[config.mk]
export PLATFORM = sky130hd
export DESIGN_NAME = qerv_rf_host
export DESIGN_NICKNAME = d
export VERILOG_FILES = /design/src/rtl/qerv_rf_pkg.sv /design/src/rtl/qerv_rf_shreg.sv /design/src/rtl/qerv_rf_host.sv
export SDC_FILE = /design/constraint.sdc
export NUM_CORES = 1
export LEC_CHECK = 0
export ABC_CLOCK_PERIOD_IN_PS = 12210
export CAP_MARGIN = 20
export CORE_MARGIN = 1.5
export CORE_UTILIZATION = 35
export CTS_CLUSTER_SIZE = 24
export DETAILED_ROUTE_END_ITERATION = 6
export HOLD_SLACK_MARGIN = 0.06
export PLACE_DENSITY = 0.64
export REMOVE_ABC_BUFFERS = 1
export SETUP_SLACK_MARGIN = 0.1
export SYNTH_ARGS = -nofsm -noshare
export SYNTH_HDL_FRONTEND = slang
export SYNTH_SLANG_ARGS = --single-unit
[constraint.sdc]
create_clock -name i_clk -period 12.21 [get_ports i_clk]
set_input_delay 3.0525 -clock i_clk [delete_from_list [all_inputs] [get_ports i_clk]]
set_output_delay 3.0525 -clock i_clk [all_outputs]
set_load 0.01 [all_outputs]
[src/rtl/qerv_rf_pkg.sv]
// Shared definitions for the qerv serial register-file port: FSM states,
// register address width and beat count derivation.
package qerv_rf_pkg;

    typedef enum logic [2:0] {
        S_IDLE,
        S_RREQ,
        S_RWAIT,
        S_RSHIFT,
        S_WREQ,
        S_WSHIFT,
        S_RSP
    } rf_state_e;

    // 32 GPRs followed by the CSR block share one address space.
    function automatic int rf_raw_width(input int csr_regs);
        return $clog2(32 + csr_regs);
    endfunction

    function automatic int rf_beats(input int bits_per_cycle);
        return 32 / bits_per_cycle;
    endfunction

endpackage

[src/rtl/qerv_rf_shreg.sv]
// 32-bit shift register with parallel load/read; shifts right, taking a
// BITS_PER_CYCLE-wide serial input into the MSB end.
module qerv_rf_shreg #(
    parameter int BITS_PER_CYCLE = 1
) (
    input  logic                      i_clk,
    input  logic                      i_load,
    input  logic [31:0]               i_load_data,
    input  logic                      i_shift,
    input  logic [BITS_PER_CYCLE-1:0] i_sin,
    output logic [31:0]               o_q
);

    always_ff @(posedge i_clk) begin
        if (i_load)
            o_q <= i_load_data;
        else if (i_shift)
            o_q <= {i_sin, o_q[31:BITS_PER_CYCLE]};
    end

endmodule

[src/rtl/qerv_rf_host.sv]
// Parallel-to-serial initiator for the qerv serial register-file port.
// Accepts whole-register read/write commands and streams them LSB first.
module qerv_rf_host
    import qerv_rf_pkg::*;
#(
    parameter int  BITS_PER_CYCLE = 1,
    parameter int  csr_regs       = 4,
    localparam int raw            = rf_raw_width(csr_regs),
    localparam int BEATS          = rf_beats(BITS_PER_CYCLE)
) (
    input  logic                      i_clk,
    input  logic                      i_rst,
    input  logic                      i_cmd_valid,
    output logic                      o_cmd_ready,
    input  logic                      i_cmd_write,
    input  logic [raw-1:0]            i_cmd_reg0,
    input  logic [raw-1:0]            i_cmd_reg1,
    input  logic                      i_cmd_wen0,
    input  logic                      i_cmd_wen1,
    input  logic [31:0]               i_cmd_wdata0,
    input  logic [31:0]               i_cmd_wdata1,
    output logic                      o_rsp_valid,
    output logic [31:0]               o_rsp_rdata0,
    output logic [31:0]               o_rsp_rdata1,
    output logic                      o_rreq,
    output logic                      o_wreq,
    input  logic                      i_ready,
    output logic [raw-1:0]            o_rreg0,
    output logic [raw-1:0]            o_rreg1,
    output logic [raw-1:0]            o_wreg0,
    output logic [raw-1:0]            o_wreg1,
    output logic                      o_wen0,
    output logic                      o_wen1,
    output logic [BITS_PER_CYCLE-1:0] o_wdata0,
    output logic [BITS_PER_CYCLE-1:0] o_wdata1,
    input  logic [BITS_PER_CYCLE-1:0] i_rdata0,
    input  logic [BITS_PER_CYCLE-1:0] i_rdata1
);

    localparam logic [4:0] LAST_BEAT = 5'(BEATS - 1);

    rf_state_e      state_q, state_d;
    logic [4:0]     beat_q;
    logic [raw-1:0] reg0_q, reg1_q;
    logic           wen0_q, wen1_q;
    logic [31:0]    rd_q0, rd_q1, wr_q0, wr_q1;
    logic           accept, beat_last, rd_shift, wr_shift, start_beats;
    logic           write_phase;

    assign accept      = (state_q == S_IDLE) && i_cmd_valid;
    assign beat_last   = (beat_q == LAST_BEAT);
    assign rd_shift    = (state_q == S_RSHIFT);
    assign wr_shift    = (state_q == S_WSHIFT);
    assign write_phase = (state_q == S_WREQ) || wr_shift;
    assign start_beats = ((state_q == S_RWAIT) || (state_q == S_WREQ)) && i_ready;

    always_ff @(posedge i_clk) begin
        if (i_rst)
            state_q <= S_IDLE;
        else
            state_q <= state_d;
    end

    always_comb begin
        state_d     = state_q;
        o_cmd_ready = 1'b0;
        o_rreq      = 1'b0;
        o_wreq      = 1'b0;
        o_rsp_valid = 1'b0;
        unique case (state_q)
            S_IDLE: begin
                o_cmd_ready = 1'b1;
                if (i_cmd_valid)
                    state_d = i_cmd_write ? S_WREQ : S_RREQ;
            end
            S_RREQ: begin
                o_rreq  = 1'b1;
                state_d = S_RWAIT;
            end
            S_RWAIT:  if (i_ready) state_d = S_RSHIFT;
            S_RSHIFT: if (beat_last) state_d = S_RSP;
            // Ready is expected on the request cycle, but keep requesting until seen.
            S_WREQ: begin
                o_wreq = 1'b1;
                if (i_ready)
                    state_d = S_WSHIFT;
            end
            S_WSHIFT: if (beat_last) state_d = S_RSP;
            S_RSP: begin
                o_rsp_valid = 1'b1;
                state_d     = S_IDLE;
            end
            default: state_d = S_IDLE;
        endcase
    end

    always_ff @(posedge i_clk) begin
        if (i_rst)
            beat_q <= '0;
        else if (start_beats || ((rd_shift || wr_shift) && beat_last))
            beat_q <= '0;
        else if (rd_shift || wr_shift)
            beat_q <= beat_q + 5'd1;
    end

    always_ff @(posedge i_clk) begin
        if (i_rst) begin
            reg0_q <= '0;
            reg1_q <= '0;
            wen0_q <= 1'b0;
            wen1_q <= 1'b0;
        end else if (accept) begin
            reg0_q <= i_cmd_reg0;
            reg1_q <= i_cmd_reg1;
            wen0_q <= i_cmd_wen0;
            wen1_q <= i_cmd_wen1;
        end
    end

    // The final beat is folded in on the same edge so data lines up with RSP.
    always_ff @(posedge i_clk) begin
        if (i_rst) begin
            o_rsp_rdata0 <= '0;
            o_rsp_rdata1 <= '0;
        end else if (rd_shift && beat_last) begin
            o_rsp_rdata0 <= {i_rdata0, rd_q0[31:BITS_PER_CYCLE]};
            o_rsp_rdata1 <= {i_rdata1, rd_q1[31:BITS_PER_CYCLE]};
        end
    end

    qerv_rf_shreg #(.BITS_PER_CYCLE(BITS_PER_CYCLE)) u_read0 (
        .i_clk(i_clk), .i_load(1'b0), .i_load_data(32'd0),
        .i_shift(rd_shift), .i_sin(i_rdata0), .o_q(rd_q0)
    );

    qerv_rf_shreg #(.BITS_PER_CYCLE(BITS_PER_CYCLE)) u_read1 (
        .i_clk(i_clk), .i_load(1'b0), .i_load_data(32'd0),
        .i_shift(rd_shift), .i_sin(i_rdata1), .o_q(rd_q1)
    );

    qerv_rf_shreg #(.BITS_PER_CYCLE(BITS_PER_CYCLE)) u_write0 (
        .i_clk(i_clk), .i_load(accept), .i_load_data(i_cmd_wdata0),
        .i_shift(wr_shift), .i_sin('0), .o_q(wr_q0)
    );

    qerv_rf_shreg #(.BITS_PER_CYCLE(BITS_PER_CYCLE)) u_write1 (
        .i_clk(i_clk), .i_load(accept), .i_load_data(i_cmd_wdata1),
        .i_shift(wr_shift), .i_sin('0), .o_q(wr_q1)
    );

    // Bits that are shifted out or dropped and never reach an output.
    logic unused_bits;
    assign unused_bits = ^{rd_q0[BITS_PER_CYCLE-1:0], rd_q1[BITS_PER_CYCLE-1:0],
                           wr_q0[31:BITS_PER_CYCLE], wr_q1[31:BITS_PER_CYCLE]};

    assign o_rreg0  = reg0_q;
    assign o_rreg1  = reg1_q;
    assign o_wreg0  = reg0_q;
    assign o_wreg1  = reg1_q;
    assign o_wen0   = wen0_q && write_phase;
    assign o_wen1   = wen1_q && write_phase;
    assign o_wdata0 = wr_shift ? wr_q0[BITS_PER_CYCLE-1:0] : '0;
    assign o_wdata1 = wr_shift ? wr_q1[BITS_PER_CYCLE-1:0] : '0;

endmodule

==> results of run 1 <==
==> cells by family (layout without fill, tap and decap cells) <==
family / Yosys count / count (layout)
AOI/OAI and AO/OA: 95 / 95
xor gates and xnor gates: 2 / 2
adders and majority gates: 2 / 2
buffers and inverters: 61 / 231
DFF: 212 / 212
muxes: 2 / 2
and+or+nand+nor: 376 / 376
==> final timing paths <==
kind | from | slack (ns) | depth (start not counted) | end
worst max-delay path | state_q[0] | 6.75 | 3 | o_wdata0
worst min-delay path | u_read1.o_q[10] | 0.45 | 0 | u_read1.o_q[9]
worst max register to register | state_q[1] | 9.97 | 3 | u_read1.o_q[27]
worst min register to register | u_read1.o_q[10] | 0.45 | 0 | u_read1.o_q[9]
==> per-layer routing <==
layer	vias up	wire [um]	global-route usage, %
li1	2781	-	-
met1	2640	7747	19.32
met2	141	7444	22.36
met3	17	1369	4.650
met4	0	284	3.641
met5	-	0	0
==> placed cells by master (no fill, tap or decap), drive strengths merged, types with 3 or more instances in the layout <==
cell type      netlist  routed
a21oi               83      83
and2                 3       3
and3                 4       4
buf                 38       7
clkbuf              20      32
clkdlybuf4s50        0     179
clkinv               0       6
dfxtp               86      86
edfxtp             126     126
inv                  3       4
nand2              347     347
nor2                 6       6
o21ai                6       6
==> metrics by stage <==
stage | power (mW) | setup WS [ns] | hold slack [ns]
after CTS | 2.129 | 6.716 | 0.4436
after detailed placement | 1.424 | 7.068 | 0.4322
after global placement | 1.412 | 7.116 | 0.4288
after global routing | 2.213 | 6.545 | 0.4494
after floorplan | 1.266 | 5.473 | 0.4258
final | 2.094 | 6.750 | 0.4474
==> where the power goes <==
part           leakage, nW  switching [mW]  total, mW  internal, mW
Clock                0.373           0.278      0.694         0.416
Sequential            1.87          0.0603       1.01         0.952
Combinational         1.56           0.237      0.388         0.151
Total                 3.80           0.576       2.09          1.52
==> flip-flops by register name, summed over array words and instances (netlist names) <==
| register | count |
|---|---|
| u_write0.o_q | 32 |
| u_read0.o_q | 31 |
| u_read1.o_q | 31 |
| o_rreg0 | 6 |
| state_q | 3 |
| wen0_q | 1 |
| wen1_q | 1 |
| o_rsp_rdata1 | 32 |
| beat_q | 5 |
| u_write1.o_q | 32 |
| o_rreg1 | 6 |
| o_rsp_rdata0 | 32 |
==> worst max-delay path, stage by stage, from the launching register on <==
cell             delay (ns)
dfxtp_1                0.72
nand2_1                0.24
nor3b_1                0.33
clkdlybuf4s50_1        0.60
==> layout make-up <==
class | instances | area, um2
repair buffers | 186 | 1844
well taps | 280 | 350.3
flip-flops and latches | 212 | 5505
inverters | 3 | 11.26
fillers | 2007 | 11400
clock buffers | 32 | 649.4
clock inverters | 10 | 113.9
multi-input cells | 477 | 2079
==> results by group, run 1 <==
Run status
  • Status: complete, but fails checks
  • Failing checks: DRC

Critical path
  • Crit-path max FO: 19
  • Startpoint types: flop
  • Crit end category: primary output
  • Crit Path Class: reg2out
  • CP Data Required Time: between 9 and 10 ns
  • Critical path arrival: 2.41 ns

CTS
  • Post-cts repair resize count: 0
  • Worst-path clk slew: ~0.060 ns
  • H-tree depth: 1
  • # hold bufs at CTS: 0
  • Clock tree buffer depth: 3
  • TritonCTS clock tree: built
  • Root Driver: clkbuf_16
  • Clk Latency, worst-skew pair: 0.51 ns
  • Postcts setup bufs: 0
  • Clock sinks: 212
  • Total CTS buffers: 23

STA
  • Final hold violation count: 0
  • Final setup vio count: 0
  • Fin crit share: 44.72%
  • Setup TNS Final: 0 ns
  • Pins Over Slew Limit: 0
  • Rel. slew slack: between 30 and 40%
  • Max Clock Freq: 0.1831 GHz
  • RSZ-0062 raised after global routing: false
  • Post-route minimum period: 5.460 ns
  • Actual slew at the worst max-slew pin: 1.019 ns
  • Worst Clk Skew: 0.007543 ns

Synth
  • Yosys reg bits: between 200 and 250
  • Xor/xnor share of the synthesized area: less than 1%
  • Compound-Gate Fraction of Synth Area: 6.330%
  • Cell taking the most area after synthesis: edfxtp_1
  • Post-synth EDFFs: around 130
  • Syn. warnings: 0
  • Post-Synthesis Cells: 750
  • Most frequent cell after synthesis: nand2_1
  • Async S/R FF share, synth: 0%
  • Syn_area_per_cell: roughly 11 um2
  • Commonest cells in the netlist: nand2_1 (347), edfxtp_1 (126), dfxtp_1 (86)
  • Post-Synth Simple-Gate Area: around a fifth
  • Synth top area share: a little under half
  • Netlist cell types: 37
  • Mux contribution to synthesized area: 0.2856%
  • Synth area leaders: edfxtp_1 (48%), dfxtp_1 (22%), nand2_1 (17%)
  • Mapped Area: between 7000 and 8000 um2
  • Main combinational cell family by area after synthesis: simple AND/OR/NAND/NOR gates
  • Adder-cell share of the synthesized area: less than 1%
  • Sequential area share after synthesis: between 60% and 70%
  • Main flop type after synthesis: edfxtp_1

Floorplanning
  • Core area: approximately 22000 um2
  • Row Count: 54
  • Die H: 153.1 um
  • Io pins: 181
  • Starting Density: between 30% and 40%
  • Die ar.: ~23000 um2
  • Die W: roughly 150 um

Place
  • GP Congestion: ~0.74
  • PortBufs: 180
  • Dpl hpwl: 9916 um
  • DP Area: slightly below 10000 um2
  • Placed instance count: about 1200

Finish
  • Fin util: between 40% and 50%
  • Share of cells above drive strength 1: roughly 5.2%
  • Final std cells w/o fill: 1200
  • Final nets: a little under 1000
  • Antenna diodes: 0
  • Area delta synth->final: 33.83%
  • Post-route cell area: about 11000 um2

Drt
  • Antenna violation net count after detailed routing: 0
  • DR vias/cell: approximately 4.6
  • DR iter-0 viols: ~320
  • Drt drc: 12
  • Pre-Repair DR Iteration Count: 7
  • DR vias: 5579
  • Total Wirelength: roughly 17000 um
  • Wire per inst: about 14 um

GRT
  • Largest net degree at the start of global routing: between 80 and 90
  • Global Route Usage Sum: between 10 and 15%
  • Antenna violations before repair: 0
  • First-pass GRT wire length: ~28000 um
  • Gr ovfl total: 0
  • Vias in the first global route: 5408

Worst hold path
  • Hold crit path type: reg2reg

Pwr
  • Pleak: around 3.8 nW
  • Worst ir drop on vdd: 0.09016 mV
  • Cell Pwr Density: a little under 200 nW/um2

Flow run
  • Max-Cap Viols: 0
No activity file was read; power rests on OpenSTA's default activity.
==> inputs of run 2 (changes only) <==
Settings changed: ABC_CLOCK_PERIOD_IN_PS 12210 to 5160.
Clock period 12.21 ns to 5.16 ns, I/O delays scaled along.
==> run 2 against run 1 <==
Via count is 0.66% higher; non-clock buffer count is 2 higher; worst setup slack got worse by 5.3 ns; register-to-register slack got worse by 7.2 ns; die area is the same; worst hold slack got worse by 0.00082 ns; the flow still finishes with violations (DRC); global-route usage decreased by 0.11 points; combinational power up 140%; sequential share of layout area is essentially flat; first-iteration DRC count down 7.0%.
==> results by group, run 2 (same netlist as run 1, synthesis figures left out) <==
Run status
  • Status: complete, but fails checks
  • Failing checks: DRC

Floorplanning
  • Core area: 21960 um2 (unchanged)
  • Die W: 153.1 um (unchanged)
  • Die H: 153.1 um (unchanged)
  • Io pins: 181 (unchanged)
  • Starting Density: 35.91% (unchanged)
  • Row Count: 54 (unchanged)
  • Die ar.: 23440 um2 (unchanged)

CTS
  • Postcts setup bufs: 0 (unchanged)
  • Post-cts repair resize count: 0 (unchanged)
  • Clock tree buffer depth: 3 (unchanged)
  • Clk Latency, worst-skew pair: 0.51 ns (about the same)
  • Root Driver: clkbuf_16
  • Clock sinks: 212 (unchanged)
  • # hold bufs at CTS: 0 (unchanged)
  • Worst-path clk slew: 0.06 ns (about the same)
  • TritonCTS clock tree: built
  • Total CTS buffers: 24 (+4.3%)
  • H-tree depth: 1 (unchanged)

GRT
  • First-pass GRT wire length: 27410 um (-1.3%)
  • Antenna violations before repair: 0 (unchanged)
  • Largest net degree at the start of global routing: 87 (unchanged)
  • Gr ovfl total: 0 (unchanged)
  • Global Route Usage Sum: 14.24% (-0.11 points)
  • Vias in the first global route: 5351 (-1.1%)

Critical path
  • Startpoint types: flop
  • Crit end category: primary output
  • CP startpoint: state_q[0]
  • Cell count of the worst reg-to-reg path: 3 (unchanged)
  • Worst r2r src: state_q[0]
  • Crit-path max FO: 19 (unchanged)
  • CP Data Required Time: 3.87 ns (-5.29 ns)
  • Crit Path Class: reg2out
  • Critical path arrival: 2.45 ns (+0.04 ns)

Finish
  • Share of cells above drive strength 1: 5.628% (+0.41 points)
  • Most common cell after layout, fill and taps aside: nand2_1
  • Number of fill cells: 2043 (+1.8%)
  • Post-route cell area: 10550 um2 (about the same)
  • Final std cells w/o fill: 1204 (+0.33%)
  • Area delta synth->final: 33.76% (about the same)
  • Final nets: 993 (+0.30%)
  • Commonest non-fill, non-tap cells in the layout: nand2_1 (347), clkdlybuf4s50_1 (179), edfxtp_1 (126), dfxtp_1 (86), a21oi_1 (82)
  • Antenna diodes: 0 (unchanged)
  • Fin util: 48.04% (about the same)

Place
  • Placed instance count: 1159 (+0.086%)
  • DP Area: 9798 um2 (about the same)
  • Dpl hpwl: 10090 um (+1.8%)
  • Setup slack after placement: 1.818 ns (-5.250 ns)
  • GP Congestion: 0.7439 (+0.13%)
  • PortBufs: 180 (unchanged)

Pwr
  • Tot Pwr: 4.885 mW (+130%)
  • Worst ir drop on vdd: 0.2343 mV (+160%)
  • Cell Pwr Density: 463.1 nW/um2 (+130%)
  • Pleak: 3.788 nW (-0.18%)

STA
  • Final hold violation count: 0 (unchanged)
  • Actual slew at the worst max-slew pin: 0.9896 ns (-0.02901 ns)
  • RSZ-0062 raised after global routing: false
  • Post-route minimum period: ~3.7 ns
  • Setup TNS Final: 0 ns (unchanged)
  • Pins Over Slew Limit: 0 (unchanged)
  • Worst Clk Skew: 0.01090 ns (+0.003358 ns)
  • Fin crit share: 72.58%
  • Rel. slew slack: 34.03% (+1.9 points)
  • Min setup slack post-route: 1.415 ns (-5.335 ns)
  • Worst hold margin: 0.4466 ns (-0.0008180 ns)
  • Final setup vio count: 0 (unchanged)
  • Max Clock Freq: 0.2670 GHz

Drt
  • DR vias/cell: 4.664 (+0.33%)
  • DR iter-0 viols: 294 (-7.0%)
  • Wire per inst: 14.07 um (+0.25%)
  • Total Wirelength: 16950 um (+0.59%)
  • Antenna violation net count after detailed routing: 0 (unchanged)
  • Pre-Repair DR Iteration Count: 7 (unchanged)
  • DR vias: 5616 (+0.66%)
  • Drt drc: 12 (unchanged)

Flow run
  • Max-Cap Viols: 0 (unchanged)

Worst hold path
  • Worst hold path depth: 0 (unchanged)
  • Hold crit path type: reg2reg
  • Min-delay src: u_read0.o_q[25]
[run 2: worst paths after layout]
kind                 endpoint  slack (ns)
min           u_read0.o_q[24]        0.45
min reg2reg   u_read0.o_q[24]        0.45
max                  o_wdata0        1.42
max reg2reg  u_write1.o_q[27]        2.81
[run 2: worst max-delay path, stage by stage, from the launching register on]
cell,delay (ns)
dfxtp_1,0.75
nand2_1,0.25
nor3b_1,0.35
clkdlybuf4s50_1,0.60
[run 2: area by class of cell]
| class | count | area [um2] | area share, % |
|---|---|---|---|
| sequential | 212 | 5505 | 52.19 |
| multi-input combinational | 477 | 2079 | 19.71 |
| timing repair buffer | 188 | 1872 | 17.74 |
| clock buffer | 30 | 643.1 | 6.097 |
| tap | 280 | 350.3 | 3.321 |
| clock inverter | 14 | 87.58 | 0.8303 |
| inverter | 3 | 11.26 | 0.1067 |
[run 2: report_power, final]
group,internal [mW],switching (mW)
Clock,0.888,0.673
Sequential,2.25,0.144
Combinational,0.366,0.566
[run 2: routing by layer]
| layer | track usage (%) | share of wire (%) | up-vias |
|---|---|---|---|
| met5 | 0 | 0 | - |
| met1 | 19.14 | 46 | 2643 |
| met2 | 22.16 | 44 | 156 |
| met3 | 4.678 | 8.5 | 22 |
| met4 | 3.641 | 1.8 | 0 |
| li1 | - | - | 2795 |
==> inputs of run 3 (changes only) <==
Settings changed: ABC_CLOCK_PERIOD_IN_PS 5160 to 3100, PLACE_DENSITY 0.64 to 0.66.
Clock period 5.16 ns to 3.1 ns, I/O delays scaled along.
==> run 3 against run 2 <==
The run still ends with DRC left; power is 74% higher; first-iteration DRC count is 12% higher; wire length is 0.58% lower; combinational power is 79% higher; count of clock-buffer cells in the layout is 1 higher; clock skew is 0.0080 ns higher; largest power group unchanged.
==> results by group, run 3 (same netlist as run 1, synthesis figures left out) <==
Floorplanning
  • Starting Density: 35.91% (unchanged)
  • Io pins: 181 (unchanged)
  • Die ar.: 23440 um2 (unchanged)
  • Die W: 153.1 um (unchanged)
  • Row Count: 54 (unchanged)
  • Die H: 153.1 um (unchanged)
  • Core area: 21960 um2 (unchanged)

STA
  • RSZ-0062 raised after global routing: false
  • Setup TNS Final: 0 ns (unchanged)
  • Min setup slack post-route: 0.3063 ns (-1.109 ns)
  • Actual slew at the worst max-slew pin: 0.7129 ns (-0.2767 ns)
  • Pins Over Slew Limit: 0 (unchanged)
  • Rel. slew slack: 52.47% (+18 points)
  • Post-route minimum period: roughly 2.8 ns
  • Max Clock Freq: 0.3579 GHz
  • Final hold violation count: 0 (unchanged)
  • Worst Clk Skew: 0.01892 ns (+0.008018 ns)
  • Final setup vio count: 0 (unchanged)
  • Fin crit share: 90.12%

Drt
  • Detailed-routed wire length on met2: 7693 um (+2.7%)
  • Wl on met1: 7616 um (-1.2%)
  • DR vias/cell: 4.559 (-2.3%)
  • Max Used Layer: met4
  • Wire per inst: 13.98 um (-0.67%)
  • Total Wirelength: 16850 um (-0.58%)
  • Met3 Wirelength: 1176 um (-19%)
  • DR vias: 5494 (-2.2%)
  • Drt drc: 10 (-2)
  • Antenna violation net count after detailed routing: 0 (unchanged)
  • Pre-Repair DR Iteration Count: 7 (unchanged)
  • DR iter-0 viols: 330 (+12%)

GRT
  • Antenna violations before repair: 0 (unchanged)
  • Vias in the first global route: 5382 (+0.58%)
  • First-pass GRT wire length: 27720 um (+1.2%)
  • Gr ovfl total: 0 (unchanged)
  • Global Route Usage Sum: 14.36% (+0.13 points)
  • Largest net degree at the start of global routing: 79 (-9.2%)

CTS
  • H-tree depth: 1 (unchanged)
  • Root Driver: clkbuf_16
  • Total CTS buffers: 23 (-4.2%)
  • Postcts setup bufs: 0 (unchanged)
  • Clk Latency, worst-skew pair: 0.51 ns (about the same)
  • Clock sinks: 212 (unchanged)
  • Post-cts repair resize count: 0 (unchanged)
  • Clock tree buffer depth: 3 (unchanged)
  • Worst-path clk slew: 0.06 ns (about the same)
  • # hold bufs at CTS: 0 (unchanged)
  • TritonCTS clock tree: built

Critical path
  • Crit Path Class: reg2out
  • Crit-path max FO: 10 (-9)
  • Crit end category: primary output
  • Startpoint types: flop
  • Critical path arrival: 2.02 ns (-0.43 ns)
  • CP Data Required Time: 2.32 ns (-1.55 ns)

Finish
  • Commonest non-fill, non-tap cells in the layout: nand2_1 (347), clkdlybuf4s50_1 (179), edfxtp_1 (126), dfxtp_1 (86), a21oi_1 (82)
  • Number of fill cells: 2029 (-0.69%)
  • Final nets: 995 (+0.20%)
  • Area delta synth->final: 35.52%
  • Fin util: 48.67% (+0.63 points)
  • Antenna diodes: 0 (unchanged)
  • Share of cells above drive strength 1: 6.054% (+0.43 points)
  • Final std cells w/o fill: 1205 (+0.083%)
  • Most common cell after layout, fill and taps aside: nand2_1

Place
  • Setup slack after placement: 0.4643 ns (-1.354 ns)
  • GP Congestion: 0.7454 (+0.20%)
  • Placed instance count: 1163 (+0.35%)
  • PortBufs: 180 (unchanged)
  • Dpl hpwl: 10270 um (+1.8%)

Pwr
  • P_sw: 2.289 mW (+66%)
  • Switching share of power: 26.97% (-1.3 points)
  • Pint: 6.196 mW (+77%)
  • Clock share of power: 33.9% (+2.0 points)
  • Pleak: 3.866 nW (+2.1%)
  • Sequential share of power: 46.4% (-2.6 points)
  • Tot Pwr: 8.484 mW (+74%)
  • Cell Pwr Density: 793.8 nW/um2 (+71%)
  • Worst ir drop on vdd: 0.3563 mV (+52%)
  • Comb pwr share: 19.7% (+0.6 points)

Worst hold path
  • Hold crit path type: reg2reg

Flow run
  • Max-Cap Viols: 0 (unchanged)

Run status
  • Failing checks: DRC
  • Status: complete, but fails checks
## run 3: changes by cell type in the layout (fill, tap and decap cells not counted)
| cell | previous run | this run |
|---|---|---|
| buf_12 | 1 | 4 |
| clkinv_8 | 1 | 0 |
| bufinv_16 | 0 | 3 |
| clkbuf_8 | 2 | 3 |
| clkinvlp_4 | 3 | 0 |
| clkbuf_1 | 4 | 3 |
| clkbuf_16 | 24 | 25 |
| clkinv_1 | 4 | 2 |
## run 3: final timing paths
check | start | to | slack, ns | depth (start not counted)
worst min register to register | u_read1.o_q[14] | u_read1.o_q[13] | 0.45 | 0
worst max-delay path | state_q[2] | o_wdata1 | 0.31 | 3
worst max register to register | beat_q[0] | o_rsp_rdata1[4] | 0.95 | 7
worst min-delay path | u_read1.o_q[14] | u_read1.o_q[13] | 0.45 | 0
## run 3: power groups by stage
stage                     Clock [mW]  Combinational (mW)  Sequential [mW]
final                           2.88                1.67             3.93
after global routing            3.06                1.90             3.99
after CTS                       2.96                1.71             3.94
after detailed placement           0                1.71             3.99
after global placement             0                1.65             3.98
after floorplan                    0               0.947             4.04
## run 3: cell type report
| class | count | area [um2] | share of cell area (%) |
|---|---|---|---|
| Clock buffer | 31 | 678.2 | 6.345 |
| Clock inverter | 11 | 131.4 | 1.229 |
| Inverter | 3 | 11.26 | 0.1054 |
| Multi-Input combinational cell | 477 | 2079 | 19.46 |
| Sequential cell | 212 | 5505 | 51.51 |
| Tap cell | 280 | 350.3 | 3.278 |
| Timing Repair Buffer | 191 | 1932 | 18.08 |
## run 3: metal layers
metal  vias up  global-route usage [%]
li1       2794                       -
met1      2538                   19.29
met2       138                   22.86
met3        24                   4.196
met4         0                   3.501
met5         -                       0
## run 3: metrics by stage
step	cell area (um2)	hold WS [ns]
2_1_floorplan	7567	0.4258
3_3_place_gp	9878	0.4294
3_5_place_dp	9878	0.4321
4_1_cts	10690	0.4442
5_1_grt	10690	0.4531
6_report	10690	0.4452
## run 3: worst max-delay path, cell delays in order (launching register included)
cell and delay [ns]:
dfxtp_1 0.51, nand2_1 0.21, nor3b_1 0.24, clkdlybuf4s50_1 0.57
